<file path="config.mk">
export PLATFORM = sky130hd
export DESIGN_NAME = load_store_unit
export DESIGN_NICKNAME = d
export VERILOG_FILES = /design/src/rtl/load_store_unit.sv
export SDC_FILE = /design/constraint.sdc
export NUM_CORES = 1
export LEC_CHECK = 0
export BUFFER_PORTS_ARGS = -buffer_cell sky130_fd_sc_hd__buf_2
export CORE_MARGIN = 1.5
export CORE_UTILIZATION = 40
export CTS_CLUSTER_SIZE = 10
export DETAILED_ROUTE_END_ITERATION = 6
export GPL_TIMING_DRIVEN = 0
export PLACE_DENSITY_LB_ADDON = 0.15
export SYNTH_ARGS = -nofsm -noshare
export SYNTH_HDL_FRONTEND = slang
export SYNTH_SLANG_ARGS = --single-unit
</file>
<file path="constraint.sdc">
create_clock -name clk -period 4.6 [get_ports clk]
set_input_delay 0.69 -clock clk [delete_from_list [all_inputs] [get_ports clk]]
set_output_delay 0.69 -clock clk [all_outputs]
set_load 0.01 [all_outputs]
</file>
<file path="src/rtl/load_store_unit.sv">
// MEM-stage load/store controller for a big-endian, 32-bit-port, byte-addressed data memory.
// Handles one request at a time. Sub-word stores use read-modify-write.
module load_store_unit #(
    parameter int ADDR_W      = 8,
    parameter bit CHECK_RANGE = 1'b1
) (
    input  logic        clk,
    input  logic        rst,
    input  logic        req_valid,
    output logic        req_ready,
    input  logic        req_store,
    input  logic [1:0]  req_size,
    input  logic        req_unsigned,
    input  logic [31:0] req_addr,
    input  logic [31:0] req_wdata,
    output logic        resp_valid,
    output logic [31:0] resp_rdata,
    output logic        resp_error,
    output logic [31:0] mem_addr,
    output logic [31:0] mem_wdata,
    output logic        mem_read,
    output logic        mem_write,
    input  logic [31:0] mem_rdata
);

    typedef enum logic [1:0] {IDLE, RD, WR, RESP} state_t;

    localparam logic [1:0] SZ_BYTE = 2'b00;
    localparam logic [1:0] SZ_HALF = 2'b01;
    localparam logic [1:0] SZ_WORD = 2'b10;
    localparam logic [1:0] SZ_RSVD = 2'b11;

    state_t      state_reg, state_next;
    logic        store_reg, store_next;
    logic [1:0]  size_reg, size_next;
    logic        unsigned_reg, unsigned_next;
    logic [1:0]  off_reg, off_next;
    logic [31:0] wdata_reg, wdata_next;

    logic        req_ready_next, resp_valid_next, resp_error_next;
    logic        mem_read_next, mem_write_next;
    logic [31:0] resp_rdata_next, mem_addr_next, mem_wdata_next;

    logic        accept, req_err;
    logic [4:0]  lane_shift;
    logic [31:0] lane_mask, lane_data, load_ext, merged;

    assign accept = req_valid && req_ready;

    // Errors are decided entirely from the request as it is accepted.
    always_comb begin
        req_err = 1'b0;
        if (req_size == SZ_RSVD)                               req_err = 1'b1;
        if (req_size == SZ_HALF && req_addr[0])                req_err = 1'b1;
        if (req_size == SZ_WORD && req_addr[1:0] != 2'b00)     req_err = 1'b1;
        if (CHECK_RANGE && ((req_addr >> ADDR_W) != 32'd0))    req_err = 1'b1;
    end

    // Big-endian lanes: byte at offset k sits (3-k) bytes up from bit 0.
    always_comb begin
        lane_shift = 5'd0;
        lane_mask  = 32'hFFFF_FFFF;
        if (size_reg == SZ_BYTE) begin
            lane_shift = {~off_reg, 3'b000};
            lane_mask  = 32'h0000_00FF << lane_shift;
        end else if (size_reg == SZ_HALF) begin
            lane_shift = {~off_reg[1], 4'b0000};
            lane_mask  = 32'h0000_FFFF << lane_shift;
        end
        lane_data = mem_rdata >> lane_shift;
        merged    = (mem_rdata & ~lane_mask) | ((wdata_reg << lane_shift) & lane_mask);
        case (size_reg)
            SZ_BYTE: load_ext = {{24{~unsigned_reg & lane_data[7]}}, lane_data[7:0]};
            SZ_HALF: load_ext = {{16{~unsigned_reg & lane_data[15]}}, lane_data[15:0]};
            default: load_ext = mem_rdata;
        endcase
    end

    always_comb begin
        state_next      = state_reg;
        store_next      = store_reg;
        size_next       = size_reg;
        unsigned_next   = unsigned_reg;
        off_next        = off_reg;
        wdata_next      = wdata_reg;
        mem_addr_next   = mem_addr;
        mem_wdata_next  = mem_wdata;
        resp_valid_next = 1'b0;
        resp_error_next = 1'b0;
        resp_rdata_next = 32'd0;
        case (state_reg)
            IDLE: begin
                if (accept) begin
                    store_next    = req_store;
                    size_next     = req_size;
                    unsigned_next = req_unsigned;
                    off_next      = req_addr[1:0];
                    wdata_next    = req_wdata;
                    if (req_err) begin
                        state_next      = RESP;
                        resp_valid_next = 1'b1;
                        resp_error_next = 1'b1;
                    end else begin
                        mem_addr_next = {req_addr[31:2], 2'b00};
                        if (req_store && req_size == SZ_WORD) begin
                            state_next     = WR;
                            mem_wdata_next = req_wdata;
                        end else begin
                            state_next = RD;
                        end
                    end
                end
            end
            RD: begin
                if (store_reg) begin
                    state_next     = WR;
                    mem_wdata_next = merged;
                end else begin
                    state_next      = RESP;
                    resp_valid_next = 1'b1;
                    resp_rdata_next = load_ext;
                end
            end
            WR: begin
                state_next      = RESP;
                resp_valid_next = 1'b1;
            end
            default: state_next = IDLE;
        endcase
        // Strobes are registered images of the state being entered.
        req_ready_next = (state_next == IDLE);
        mem_read_next  = (state_next == RD);
        mem_write_next = (state_next == WR);
    end

    always_ff @(posedge clk or posedge rst) begin
        if (rst) begin
            state_reg    <= IDLE;
            store_reg    <= 1'b0;
            size_reg     <= 2'b00;
            unsigned_reg <= 1'b0;
            off_reg      <= 2'b00;
            wdata_reg    <= 32'd0;
            req_ready    <= 1'b0;
            resp_valid   <= 1'b0;
            resp_error   <= 1'b0;
            resp_rdata   <= 32'd0;
            mem_addr     <= 32'd0;
            mem_wdata    <= 32'd0;
            mem_read     <= 1'b0;
            mem_write    <= 1'b0;
        end else begin
            state_reg    <= state_next;
            store_reg    <= store_next;
            size_reg     <= size_next;
            unsigned_reg <= unsigned_next;
            off_reg      <= off_next;
            wdata_reg    <= wdata_next;
            req_ready    <= req_ready_next;
            resp_valid   <= resp_valid_next;
            resp_error   <= resp_error_next;
            resp_rdata   <= resp_rdata_next;
            mem_addr     <= mem_addr_next;
            mem_wdata    <= mem_wdata_next;
            mem_read     <= mem_read_next;
            mem_write    <= mem_write_next;
        end
    end

endmodule

</file>
* Word-level counts from Yosys, hierarchy flattened
Cells that the tools add are included.
Storage, ports and cells: logic and storage cells 79, output and inout port bits 101, bits of input ports 103, bits in registers 139
Operators by class: equal/unequal tests 12, shift-type cells 4, reductions and logical operators 13, bitwise logic cells 10, multiplexer cells 26
Operator list (number):
- $mux W32 | 8
- $pmux W32 S2 | 2
- $and A32 B32 Y32 | 2
- $not A32 Y32 | 1
- $or A32 B32 Y32 | 1
- $reduce_bool A32 Y1 | 1
- $shl A16 B5 Y32 const A | 1
- $shl A32 B5 Y32 | 1
- $shl A8 B5 Y32 const A | 1
- $shr A32 B5 Y16 | 1
- $mux W5 | 2
- $mux W1 | 9
- $eq A2 B1 Y1 const B | 4
- $eq A2 B2 Y1 const B | 4
- $ne A2 B2 Y1 const B | 4
- $logic_not A2 Y1 | 3
- $mux W2 | 3
- $pmux W2 S3 | 1
- $reduce_and A5 Y1 | 1
- $logic_and A1 B1 Y1 | 4
- $reduce_bool A2 Y1 | 2
- $not A1 Y1 | 3
- $pmux W1 S3 | 1
- $reduce_and A3 Y1 | 1
- other kinds (3) | 4

* Longest topological paths before layout
depth in word-level cells 9, depth in mapped cells 9

* Least setup slack after synthesis
Ideal clock, no wire load.
kind input port to flip-flop, from input port req_addr[13], to register mem_wdata[0], arrival time 2.053 ns, setup time 0.125 ns, buffers on the path 2, cell stages on the path 6, required time 4.475 ns, setup slack 2.423 ns, path through nor4_1 -> and4_1 -> buf_2 -> a31o_2 -> buf_4 -> mux2_2
On the way: word-level cells in the longest chain between the ends 4
Ends and longest elaborated chain:
- start, declared | line 14 | input logic [31:0] req_addr,
- $reduce_bool A32 Y1 | line 56 | if (CHECK_RANGE && ((req_addr >> ADDR_W) != 32'd0)) req_err = 1'b1;
- $mux W1 | line 56
- $ne A2 B2 Y1 (no line)
- $reduce_and A5 Y1 (no line)
- end signal, assigned | line 164 | mem_wdata <= mem_wdata_next;
- end, declared | line 20 | output logic [31:0] mem_wdata,
Every way passes these cells. A chain may end at the register's enable or synchronous reset.

* Worst setup path after layout
from register state_reg[0], to register mem_wdata[10]
On the way: word-level cells in the longest chain between the ends 3
Ends and longest elaborated chain:
- start, declared | line 33 | state_t state_reg, state_next;
- start signal, assigned | line 153 | state_reg <= state_next;
- $eq A2 B1 Y1 / $logic_not A2 Y1 (equally long branches) | line 91 | case (state_reg)
- $ne A2 B2 Y1 (no line) / $reduce_bool A2 Y1 (equally long branches)
- $reduce_and A5 Y1 (no line)
Parallel ways exist; a longest one is shown, timed or not.

==> flow_summary.json <==
{
  "finalClockSkew_ps": 9.34,
  "cp.required_ps": 4900,
  "ff2ff_setup_slack_ps": 1770,
  "drtIter0Drc": 522,
  "synth_top_area_cell": "dfrtp_1",
  "drv_cap": 0,
  "synth.most_common_cell": "dfrtp_1",
  "first_pass_iters": 5,
  "syn_area_sq_um": 7020,
  "ant_nets": 0,
  "synthXorXnorAreaFrac_pct": 0,
  "crit_slowest_cell": "nor3_1",
  "grt_pass1_wl_um": 34700,
  "hp-class": "input pin to async pin",
  "p_per_area_nw_per_um2": 682,
  "place.gp.congestion": 0.960,
  "clk_pin_slew_ps": 60,
  "insertion_delay_ps": 430,
  "drive_gt1_share_pct": 38.5,
  "synth_ff_type": "dfrtp_1",
  "r2r_end": "mem_wdata[10]",
  "grt_max_degree": 86,
  "crit_chain": "inv_1, ha_1, nand3_1, nor3_1, a31o_2, buf_4, buf_2, a31oi_1",
  "worst-setup-path-type": "flop to flop",
  "leakagePower_uw": 0.00425,
  "crit_path_end_kind": "flop",
  "dieArea_sq_um": 18300,
  "ir_drop_uv": 315,
  "hold_viol_final": 0,
  "worstPathArrival_ps": 3130,
  "fp-row-count": 48,
  "clock-sinks": 139,
  "async_flop_share_pct": 100,
  "cts_tree": "done",
  "period_share_pct": 61.6,
  "area_delta_synth_final_pct": 27.4,
  "cp_top_family": "simple AND/OR/NAND/NOR gates",
  "yosysUniqueCellTypes": 54,
  "grt_usage_pct": 25.3,
  "status": "completed",
  "htree_levels": 4,
  "max_stage_delay_ps": 920,
  "initial_core_util_pct": 40.7,
  "synth_area_leaders": "dfrtp_1, mux2_2, a311oi_1, nor2b_1, mux2i_1",
  "synthCells": 631,
  "port_buffers": 201,
  "cts_setup_buffers": 0,
  "die_x_um": 135,
  "drc": 0,
  "root_buffer": "clkbuf_16",
  "wire_per_inst_um": 21.0,
  "synth_compound_gate_area_share_pct": 18.6,
  "yosys-mux-area-fraction_pct": 15.3,
  "yosys-top-cells-count": "dfrtp_1, mux2_2, clkbuf_1",
  "fin_ws_ps": 1770,
  "maxSlewHeadroom_pct": 24.5,
  "finalMaxSlewViolations": 0,
  "viasPerCell": 5.76,
  "synth-simple-area-share_pct": 10.6,
  "synth_area_per_cell_sq_um": 11.1,
  "dp_hpwl_um": 17600,
  "core-area_sq_um": 17200,
  "cp_num_buf_inv": 3,
  "synth_seq_area_share_pct": 49.6,
  "fin_crit_ps": 2830,
  "worstMarginPinSlew_ps": 1120,
  "synth_top_cell_area_share_pct": 49.6,
  "rsz0062_at_grt": "false",
  "setup_violations": 0,
  "max_clock_freq_mhz": 353,
  "drt-total-wl_um": 23000,
  "hold_ws_ps": 401,
  "final_util_pct": 51.9,
  "synth_adder_area_share_pct": 0.713,
  "crit_fanout": 10,
  "r2r-start": "state_reg[0]",
  "ys_ff_latch": 139,
  "clk_path_buf_depth": 2,
  "die_y_um": 135,
  "yosysWarnings": 0,
  "io_pins": 204,
  "startpoint_type": "flop",
  "reg2reg_depth": 8,
  "antenna_found_initial": 1,
  "ctsHoldBuffers": 0,
  "gr-total-overflow": 0,
  "routed-via-count": 6291,
  "synth_edf_count": 0,
  "cts_made_buffers": 17,
  "grt_pass1_vias": 6130,
  "synth_top_family_by_area": "compound AO/OA/AOI/OAI gates",
  "fin_nets": 960,
  "ctsResizeCount": 0,
  "place_ws_ps": 1560
}
-- cells by family (layout without fill, tap and decap cells) --
family	after synthesis	count (layout)
AOI/OAI and AO/OA	181	181
DFF	139	139
and+or+nand+nor	138	138
muxes	88	88
buffers and inverters	80	314
adders and majority gates	4	4
other	1	3
-- placed cells by master, fill, tap and decap left out, types with 16 or more instances in the layout --
cell type    n
dfrtp_1    139
nand2b_1    25
a311oi_1    25
clkbuf_16   17
o211ai_1    17
nor2b_1     26
a21oi_1     29
mux2i_1     16
clkbuf_1    39
nor3_1      20
nor2_1      21
nand3_1     18
a31oi_1     25
buf_2      215
mux2_2      64
o21ai_0     25
-- power breakdown --
part           switching [uW]  internal, uW  total (uW)
Sequential                269          1640        1910
Clock                     551           830        1380
Combinational            1630          1180        2810
-- routing by layer --
metal	vias to the layer above	global-route usage (%)	wire length, um	share of wire, %
met1	3133	35.6	10100	44
li1	2832	-	-	-
met5	-	0	0	0
met4	0	9.62	610	2.7
met2	283	39.0	10600	46
met3	43	4.71	1590	6.9
-- how the worst max path moves through the flow --
stage | from | to | slack [ps] | cells after the start
finish | state_reg[0] | mem_wdata[10] | 1770 | 8
global route | state_reg[0] | mem_wdata[10] | 1620 | 8
CTS | state_reg[0] | mem_wdata[10] | 1770 | 8
detailed placement | req_size[0] | mem_wdata[10] | 1560 | 7
global placement | rst | wdata_reg[18] | -1350 | 2
floorplan | rst | mem_addr[10] | 190 | 1
-- area by class of cell --
cell class / instances / area (sq um)
clock buffer: 19 / 453
fill: 1631 / 8300
multi-input combinational: 413 / 3180
tap: 225 / 282
inverter: 16 / 65.1
buffer: 64 / 303
timing repair buffer: 202 / 1030
sequential: 139 / 3480
clock inverter: 13 / 141
antenna: 1 / 2.50
-- per-stage QoR --
step           total power, uW  instance area (sq um)  cells  TNS, ps
4_1_cts                   6080                   8940   1091        0
2_1_floorplan             3760                   7020    632        0
6_report                  6100                   8940   1092        0
3_3_place_gp              4620                   8310   1058  -186780
5_1_grt                   6440                   8940   1092        0
3_5_place_dp              4690                   8340   1059        0
-- worst reg2reg max path: cells and delay by family (launching register included) --
kind	cells	cell delay [ps]
and+or+nand+nor	2	1040
buffers and inverters	3	560
AOI/OAI and AO/OA	2	460
DFF	1	410
adders and majority gates	1	230
(Power assumes the default switching activity.)
